### src/rtl/phase_synth_pkg.sv
// phase_synth_pkg: shared defaults and helpers for the phase synthesizer bank.
//   DEFAULT_CH_NUM   : default channel count
//   DEFAULT_PHASE_W  : default accumulator / rate / chirp width
//   DEFAULT_CYCLES_W : default signed full-cycle counter width
//   DEFAULT_ADDR_W   : default phase address width (accumulator MSBs)
//   slice_lo()       : low bit index of channel c inside a flattened bus
package phase_synth_pkg;

  localparam int DEFAULT_CH_NUM   = 4;
  localparam int DEFAULT_PHASE_W  = 32;
  localparam int DEFAULT_CYCLES_W = 32;
  localparam int DEFAULT_ADDR_W   = 5;

  // Channel c of a bus built from equal w-bit fields starts at bit c*w.
  function automatic int slice_lo(input int c, input int w);
    return c * w;
  endfunction

endpackage

### src/rtl/phase_synth_channel.sv
// phase_synth_channel: one NCO channel of the phase synthesizer bank.
// Optional feature macro: PHASE_SYNTH_CHIRP_EN (adds chirp_in and a chirp
// register that ramps the working rate every clock).
// Ports:
//   clk, reset_n  : clock, asynchronous active-low reset
//   rate_in       : rate reloaded on load/epoch (two's complement)
//   offset_in     : initial accumulator value applied on load
//   chirp_in      : rate increment per clock (only with PHASE_SYNTH_CHIRP_EN)
//   load          : channel restart (doinit qualified by intr_pulse)
//   epoch_pulse   : rate (and chirp) reload, accumulator keeps running
//   intr_pulse    : snapshot strobe
//   rate          : live working rate
//   phase_snap    : accumulator snapshot
//   cycles_snap   : signed full-cycle counter snapshot
//   addr          : live accumulator MSBs
module phase_synth_channel
  import phase_synth_pkg::*;
#(
  parameter int PHASE_W  = DEFAULT_PHASE_W,
  parameter int CYCLES_W = DEFAULT_CYCLES_W,
  parameter int ADDR_W   = DEFAULT_ADDR_W
) (
  input  logic                clk,
  input  logic                reset_n,
  input  logic [PHASE_W-1:0]  rate_in,
  input  logic [PHASE_W-1:0]  offset_in,
`ifdef PHASE_SYNTH_CHIRP_EN
  input  logic [PHASE_W-1:0]  chirp_in,
`endif
  input  logic                load,
  input  logic                epoch_pulse,
  input  logic                intr_pulse,
  output logic [PHASE_W-1:0]  rate,
  output logic [PHASE_W-1:0]  phase_snap,
  output logic [CYCLES_W-1:0] cycles_snap,
  output logic [ADDR_W-1:0]   addr
);

  localparam logic [CYCLES_W-1:0] CYCLES_ONE = CYCLES_W'(1);

  logic [PHASE_W-1:0]  rate_reg;
  logic [PHASE_W-1:0]  acc_reg;
  logic [CYCLES_W-1:0] cycles_reg;
  logic [PHASE_W-1:0]  phase_snap_reg;
  logic [CYCLES_W-1:0] cycles_snap_reg;
`ifdef PHASE_SYNTH_CHIRP_EN
  logic [PHASE_W-1:0]  chirp_reg;
`endif

  logic [PHASE_W-1:0]  acc_next;
  logic                carry;
  logic [CYCLES_W-1:0] cycles_next;

  // Unsigned add; the carry-out marks a full-cycle crossing.
  assign {carry, acc_next} = {1'b0, acc_reg} + {1'b0, rate_reg};

  // A positive rate completes a cycle when the add carries; a negative rate
  // (a large unsigned add) completes one backwards when it does not carry.
  // A zero rate never carries, so it leaves the counter alone.
  always_comb begin
    cycles_next = cycles_reg;
    if (!rate_reg[PHASE_W-1] && carry) begin
      cycles_next = cycles_reg + CYCLES_ONE;
    end else if (rate_reg[PHASE_W-1] && !carry) begin
      cycles_next = cycles_reg - CYCLES_ONE;
    end
  end

  always_ff @(posedge clk or negedge reset_n) begin
    if (!reset_n) begin
      rate_reg        <= '0;
      acc_reg         <= '0;
      cycles_reg      <= '0;
      phase_snap_reg  <= '0;
      cycles_snap_reg <= '0;
`ifdef PHASE_SYNTH_CHIRP_EN
      chirp_reg       <= '0;
`endif
    end else begin
      if (load || epoch_pulse) begin
        rate_reg  <= rate_in;
`ifdef PHASE_SYNTH_CHIRP_EN
        chirp_reg <= chirp_in;
      end else begin
        rate_reg  <= rate_reg + chirp_reg;
`endif
      end

      if (load) begin
        acc_reg    <= offset_in;
        cycles_reg <= '0;
      end else begin
        acc_reg    <= acc_next;
        cycles_reg <= cycles_next;
      end

      // Snapshot sees the pre-update values, including on a load edge.
      if (intr_pulse) begin
        phase_snap_reg  <= acc_reg;
        cycles_snap_reg <= cycles_reg;
      end
    end
  end

  assign rate        = rate_reg;
  assign phase_snap  = phase_snap_reg;
  assign cycles_snap = cycles_snap_reg;
  assign addr        = acc_reg[PHASE_W-1 -: ADDR_W];

endmodule

### src/rtl/phase_synth_bank.sv
// phase_synth_bank: CH_NUM independent NCO phase accumulators sharing an
// interrupt/epoch timebase, with interrupt-time snapshots.
// Optional feature macro: PHASE_SYNTH_CHIRP_EN (linear rate ramp per channel;
// adds the chirp_rate port).
// Ports (channel c occupies [c*W +: W] of each flattened bus):
//   clk, reset_n     : clock, asynchronous active-low reset
//   phase_rate       : per-channel rate, two's complement
//   phase_offset     : per-channel initial phase, loaded on init
//   chirp_rate       : per-channel rate increment per clk (chirp build only)
//   doinit           : per-channel init request, qualified by intr_pulse
//   intr_pulse       : common snapshot strobe / init qualifier
//   epoch_pulse      : common rate reload strobe
//   phase_rate_int   : live working rate per channel
//   phase_int        : accumulator snapshot per channel
//   phase_cycles_int : signed cycle-counter snapshot per channel
//   phase_addr       : live accumulator MSBs per channel
//   int_valid        : one-clk strobe, snapshots updated
module phase_synth_bank
  import phase_synth_pkg::*;
#(
  parameter int CH_NUM   = DEFAULT_CH_NUM,
  parameter int PHASE_W  = DEFAULT_PHASE_W,
  parameter int CYCLES_W = DEFAULT_CYCLES_W,
  parameter int ADDR_W   = DEFAULT_ADDR_W
) (
  input  logic                         clk,
  input  logic                         reset_n,
  input  logic [CH_NUM*PHASE_W-1:0]    phase_rate,
  input  logic [CH_NUM*PHASE_W-1:0]    phase_offset,
`ifdef PHASE_SYNTH_CHIRP_EN
  input  logic [CH_NUM*PHASE_W-1:0]    chirp_rate,
`endif
  input  logic [CH_NUM-1:0]            doinit,
  input  logic                         intr_pulse,
  input  logic                         epoch_pulse,
  output logic [CH_NUM*PHASE_W-1:0]    phase_rate_int,
  output logic [CH_NUM*PHASE_W-1:0]    phase_int,
  output logic [CH_NUM*CYCLES_W-1:0]   phase_cycles_int,
  output logic [CH_NUM*ADDR_W-1:0]     phase_addr,
  output logic                         int_valid
);

  logic int_valid_reg;

  for (genvar gi = 0; gi < CH_NUM; gi++) begin : g_ch
    phase_synth_channel #(
      .PHASE_W  (PHASE_W),
      .CYCLES_W (CYCLES_W),
      .ADDR_W   (ADDR_W)
    ) u_channel (
      .clk         (clk),
      .reset_n     (reset_n),
      .rate_in     (phase_rate[slice_lo(gi, PHASE_W) +: PHASE_W]),
      .offset_in   (phase_offset[slice_lo(gi, PHASE_W) +: PHASE_W]),
`ifdef PHASE_SYNTH_CHIRP_EN
      .chirp_in    (chirp_rate[slice_lo(gi, PHASE_W) +: PHASE_W]),
`endif
      .load        (doinit[gi] & intr_pulse),
      .epoch_pulse (epoch_pulse),
      .intr_pulse  (intr_pulse),
      .rate        (phase_rate_int[slice_lo(gi, PHASE_W) +: PHASE_W]),
      .phase_snap  (phase_int[slice_lo(gi, PHASE_W) +: PHASE_W]),
      .cycles_snap (phase_cycles_int[slice_lo(gi, CYCLES_W) +: CYCLES_W]),
      .addr        (phase_addr[slice_lo(gi, ADDR_W) +: ADDR_W])
    );
  end

  always_ff @(posedge clk or negedge reset_n) begin
    if (!reset_n) begin
      int_valid_reg <= 1'b0;
    end else begin
      int_valid_reg <= intr_pulse;
    end
  end

  assign int_valid = int_valid_reg;

endmodule
### config.mk
export PLATFORM = sky130hd
export DESIGN_NAME = phase_synth_bank
export DESIGN_NICKNAME = d
export VERILOG_FILES = /design/src/rtl/phase_synth_pkg.sv /design/src/rtl/phase_synth_channel.sv /design/src/rtl/phase_synth_bank.sv
export SDC_FILE = /design/constraint.sdc
export NUM_CORES = 1
export LEC_CHECK = 0
export ABC_AREA = 0
export BUFFER_PORTS_ARGS = -buffer_cell sky130_fd_sc_hd__buf_2
export CORE_AREA = 2 2 271 273
export DETAILED_ROUTE_END_ITERATION = 10
export DIE_AREA = 0 0 273 275
export GPL_TIMING_DRIVEN = 1
export PLACE_DENSITY_LB_ADDON = 0.05
export SYNTH_ARGS = -nofsm -noshare
export SYNTH_HDL_FRONTEND = slang
export SYNTH_SLANG_ARGS = --single-unit
### constraint.sdc
create_clock -name clk -period 5.6 [get_ports clk]
set_clock_uncertainty 0.1 [all_clocks]
set_input_delay 1.12 -clock clk [delete_from_list [all_inputs] [get_ports clk]]
set_output_delay 1.12 -clock clk [all_outputs]
set_load 0.01 [all_outputs]
==> results by group <==
Min path
  • Hold WC Path Type: flip-flop to flip-flop
  • Hold path depth: 1
  • Hold_sp: g_ch[2].u_channel.cycles_snap[11]$_DFFE_PN0P_
  • Worst hold path endpoint: g_ch[2].u_channel.cycles_snap[11]$_DFFE_PN0P_

Job
  • Max_cap viols: 0

Critical path
  • R2R Path End: g_ch[3].u_channel.cycles_reg[24]$_DFFE_PN0P_
  • Critical Path Sink Type: flip-flop
  • CP bufs+invs: 2
  • Delay of the slowest cell on the worst path: 420 ps
  • RR Startpoint: g_ch[3].u_channel.acc_reg[0]$_DFF_PN0_
  • Critical Path AT: 5920 ps
  • R2R Setup Slk: 80 ps
  • Reg2Reg Depth: 23
  • Peak fanout along the critical path: 7
  • Crit path launch type: flip-flop
  • Crit-path cells: ha_2 > fa_2 > a211oi_2 > nor2_2 > a221o_1 > a41o_1 > a21oi_4 > o211ai_1 > a31oi_2 > o21bai_1 > a21o_1 > ha_4 > clkinvlp_4 > buf_12 > ha_1 > and2_4 > nand4_1 > o211ai_1 > a21bo_2 > a221o_1 > a31o_2 > a2111oi_4 > a211oi_2
  • Slowest library cell on the worst path: fa_2
  • CP Class: flip-flop to flip-flop
  • CP required: 5990 ps
  • CP top delay family: compound AO/OA/AOI/OAI gates

Pwr
  • Pleak: 0.0220 uW
  • PwrDens: 725 nW/um2
  • VDD IR-drop max: 0.467 mV

Placed design
  • Place WS: -279 ps
  • Detail Placement HPWL: 80100 um
  • Gpl congestion: 0.924
  • IO Port Bufs: 668

Finish
  • Share of cells above drive strength 1: 0.345
  • Final nets: 4931
  • Most frequent cells in the layout: 666 x buf_2, 641 x dfrtp_1, 388 x mux2_2, 340 x a21oi_1, 303 x nand2_1
  • Commonest non-fill, non-tap cell in the layout: buf_2
  • Layout area overhead: 23.6%
  • Fin util: 0.635

Floorplanning
  • Die height: 275 um
  • Core Area: 72300 um2
  • Die X: 273 um
  • Top-Level Pins: 669
  • Initial Utilization: 0.514
  • Die area: 75100 um2
  • FP Rows: 99

Detailed routing
  • Routed WL: 107000 um
  • ANT nets after route: 0
  • DR vias/cell: 5.65
  • Detailed-route DRC error count: 0
  • DR pass1 iterations: 5
  • WL/cell: 19.8 um
  • Via count: 30500
  • Initial DRC Count: 1660

Logic synthesis
  • Register area share after synthesis: 0.432
  • Synthesized flop and latch total: 641
  • Post-Synth Adder-Cell Area: 0.0986
  • Asr flop ratio synth: 1.00
  • Mapped Cells: 3592
  • Simple-Gate Fraction of Synth Area: 0.105
  • Synth Area in Compound Gates: 0.168
  • Post-synthesis mux area share: 0.123
  • Post-synthesis cell type count: 96
  • Syn Nets: 4144
  • Top FF cell, synth: dfrtp_1
  • Post-synth EDFFs: 0
  • Syn Std Cell Area: 37100 um2
  • Synth Area in XOR/XNOR: 0.0476
  • Avg Cell Area, Syn: 10.3 um2
  • Yosys warnings: 0
  • Main combinational cell family by area after synthesis: compound AO/OA/AOI/OAI gates

Timing
  • Setup_tns: 0 ps
  • Final min period: 5520 ps
  • Hold Fails Final Rpt: 0
  • Slew Limit Fails: 0
  • Final setup viols: 0
  • Fmax: 181 MHz
  • RSZ-0062 raised after global routing: yes
  • Worst relative slew slack: 0.279
  • Worst slew pin tran: 1080 ps
  • Final worst slack: 76.4 ps
  • Final worst path period share: 0.986

Clocking
  • Sink Count: 641
  • Max Root-Sink Buffers: 3
  • CTS tree: done
  • Clock Pin Slew Worst Setup and Hold Paths: 60 ps
  • CTS Hold Buffers Added: 0
  • Num CTS Buffers: 73
  • H-tree depth: 3
  • Root buffer cell: clkbuf_16
  • Worst skew pair latency: 620 ps

Status
  • Status: completed

GRT
  • Largest net degree at the start of global routing: 119
  • Vias in the first global route: 29800
  • Antenna violations before repair: 11
  • First-pass GRT wire length: 166000 um
  • GRT Total Usage: 0.277
  • Grt ovf: 0
-- what timing repair did --
item,CTS,global route
gates cloned,1,2
pin swaps,5,50
resized for setup,13,90
endpoints found under the setup margin,20,57
buffers inserted,2,14
-- worst reg2reg max path, delay by kind of cell (launching register included) --
family / cells / cell delay, ps
compound gates: 14 / 3100
fa+ha+maj: 4 / 1070
buf+inv: 2 / 350
flops: 1 / 390
simple gates: 3 / 380
-- synthesized netlist by cell type (10+ instances only) --
master      n  share of area
o21a_1     17         0.0034
and3_1     35         0.0059
buf_1      16         0.0016
nor2_1    246          0.025
clkbuf_1  125          0.013
nor2b_1    20         0.0034
xor2_1     81          0.019
nand3_1    63         0.0085
o31ai_1    21         0.0042
nor4_1     11         0.0019
a41oi_1    10         0.0024
mux2i_1    20         0.0054
a21o_1    153          0.031
and4_1     10         0.0024
a211oi_1   30         0.0061
o21bai_1   33         0.0067
nand4_1    30         0.0051
dfrtp_1   641           0.43
or3_1      16         0.0027
inv_1      62         0.0063
nor3_1     22         0.0030
o211ai_1   18         0.0036
o21ai_0   180          0.024
nand2b_1   20         0.0034
mux2_2    388           0.12
and2_1     24         0.0040
a31oi_1    33         0.0056
xnor2_1   121          0.029
a21oi_1   355          0.048
ha_1      280          0.094
buf_4      22         0.0044
nand2_1   305          0.031
o21ai_1    14         0.0019
-- how the worst max path moves through the flow --
stage               cells after the start                                    from                                            to
floorplan                              23   g_ch[3].u_channel.rate[0]$_DFFE_PN0P_  g_ch[3].u_channel.cycles_reg[24]$_DFFE_PN0P_
global placement                       25   g_ch[0].u_channel.rate[0]$_DFFE_PN0P_  g_ch[0].u_channel.cycles_reg[31]$_DFFE_PN0P_
detailed placement                     25   g_ch[0].u_channel.rate[0]$_DFFE_PN0P_  g_ch[0].u_channel.cycles_reg[31]$_DFFE_PN0P_
CTS                                    24   g_ch[3].u_channel.rate[0]$_DFFE_PN0P_  g_ch[3].u_channel.cycles_reg[24]$_DFFE_PN0P_
global route                           27  g_ch[3].u_channel.acc_reg[0]$_DFF_PN0_  g_ch[3].u_channel.cycles_reg[30]$_DFFE_PN0P_
finish                                 23  g_ch[3].u_channel.acc_reg[0]$_DFF_PN0_  g_ch[3].u_channel.cycles_reg[24]$_DFFE_PN0P_
-- metrics by stage --
step | instance area, um2 | power (uW) | hold WS, ps | instances
floorplan | 37200 | 21200 | 384 | 3592
global placement | 42600 | 27000 | 385 | 5244
detailed placement | 42600 | 27100 | 390 | 5244
CTS | 45400 | 32800 | 402 | 5378
global route | 45900 | 36000 | 408 | 5405
finish | 45900 | 33300 | 396 | 5405
-- report_power, final --
group	switching [uW]	internal [uW]
combinational	10700	9210
clock	1980	3360
sequential	1400	6600
total	14100	19200
-- cell type report --
type	instances	area [um2]
fillers	6096	26400
multi-input cells	2717	20600
flip-flops and latches	641	16000
repair buffers	882	5120
clock buffers	99	2130
well taps	959	1200
clock inverters	32	563
inverters	62	244
diodes	11	27.5
repair inverters	2	12.5
-- logic make-up after synthesis --
family / after synthesis
compound gates: 977
simple gates: 842
flops: 641
mux: 408
fa+ha+maj: 288
buf+inv: 234
xor+xnor: 202
-- routing by layer --
| layer | track usage | share of wire | vias up |
|---|---|---|---|
| met5 | 0 | 0 | - |
| met4 | 0.105 | 0.031 | 0 |
| met3 | 0.0446 | 0.050 | 160 |
| met2 | 0.464 | 0.48 | 719 |
| met1 | 0.363 | 0.44 | 15000 |
| li1 | - | - | 14600 |
Note: power is estimated with default switching activity, not from simulation.
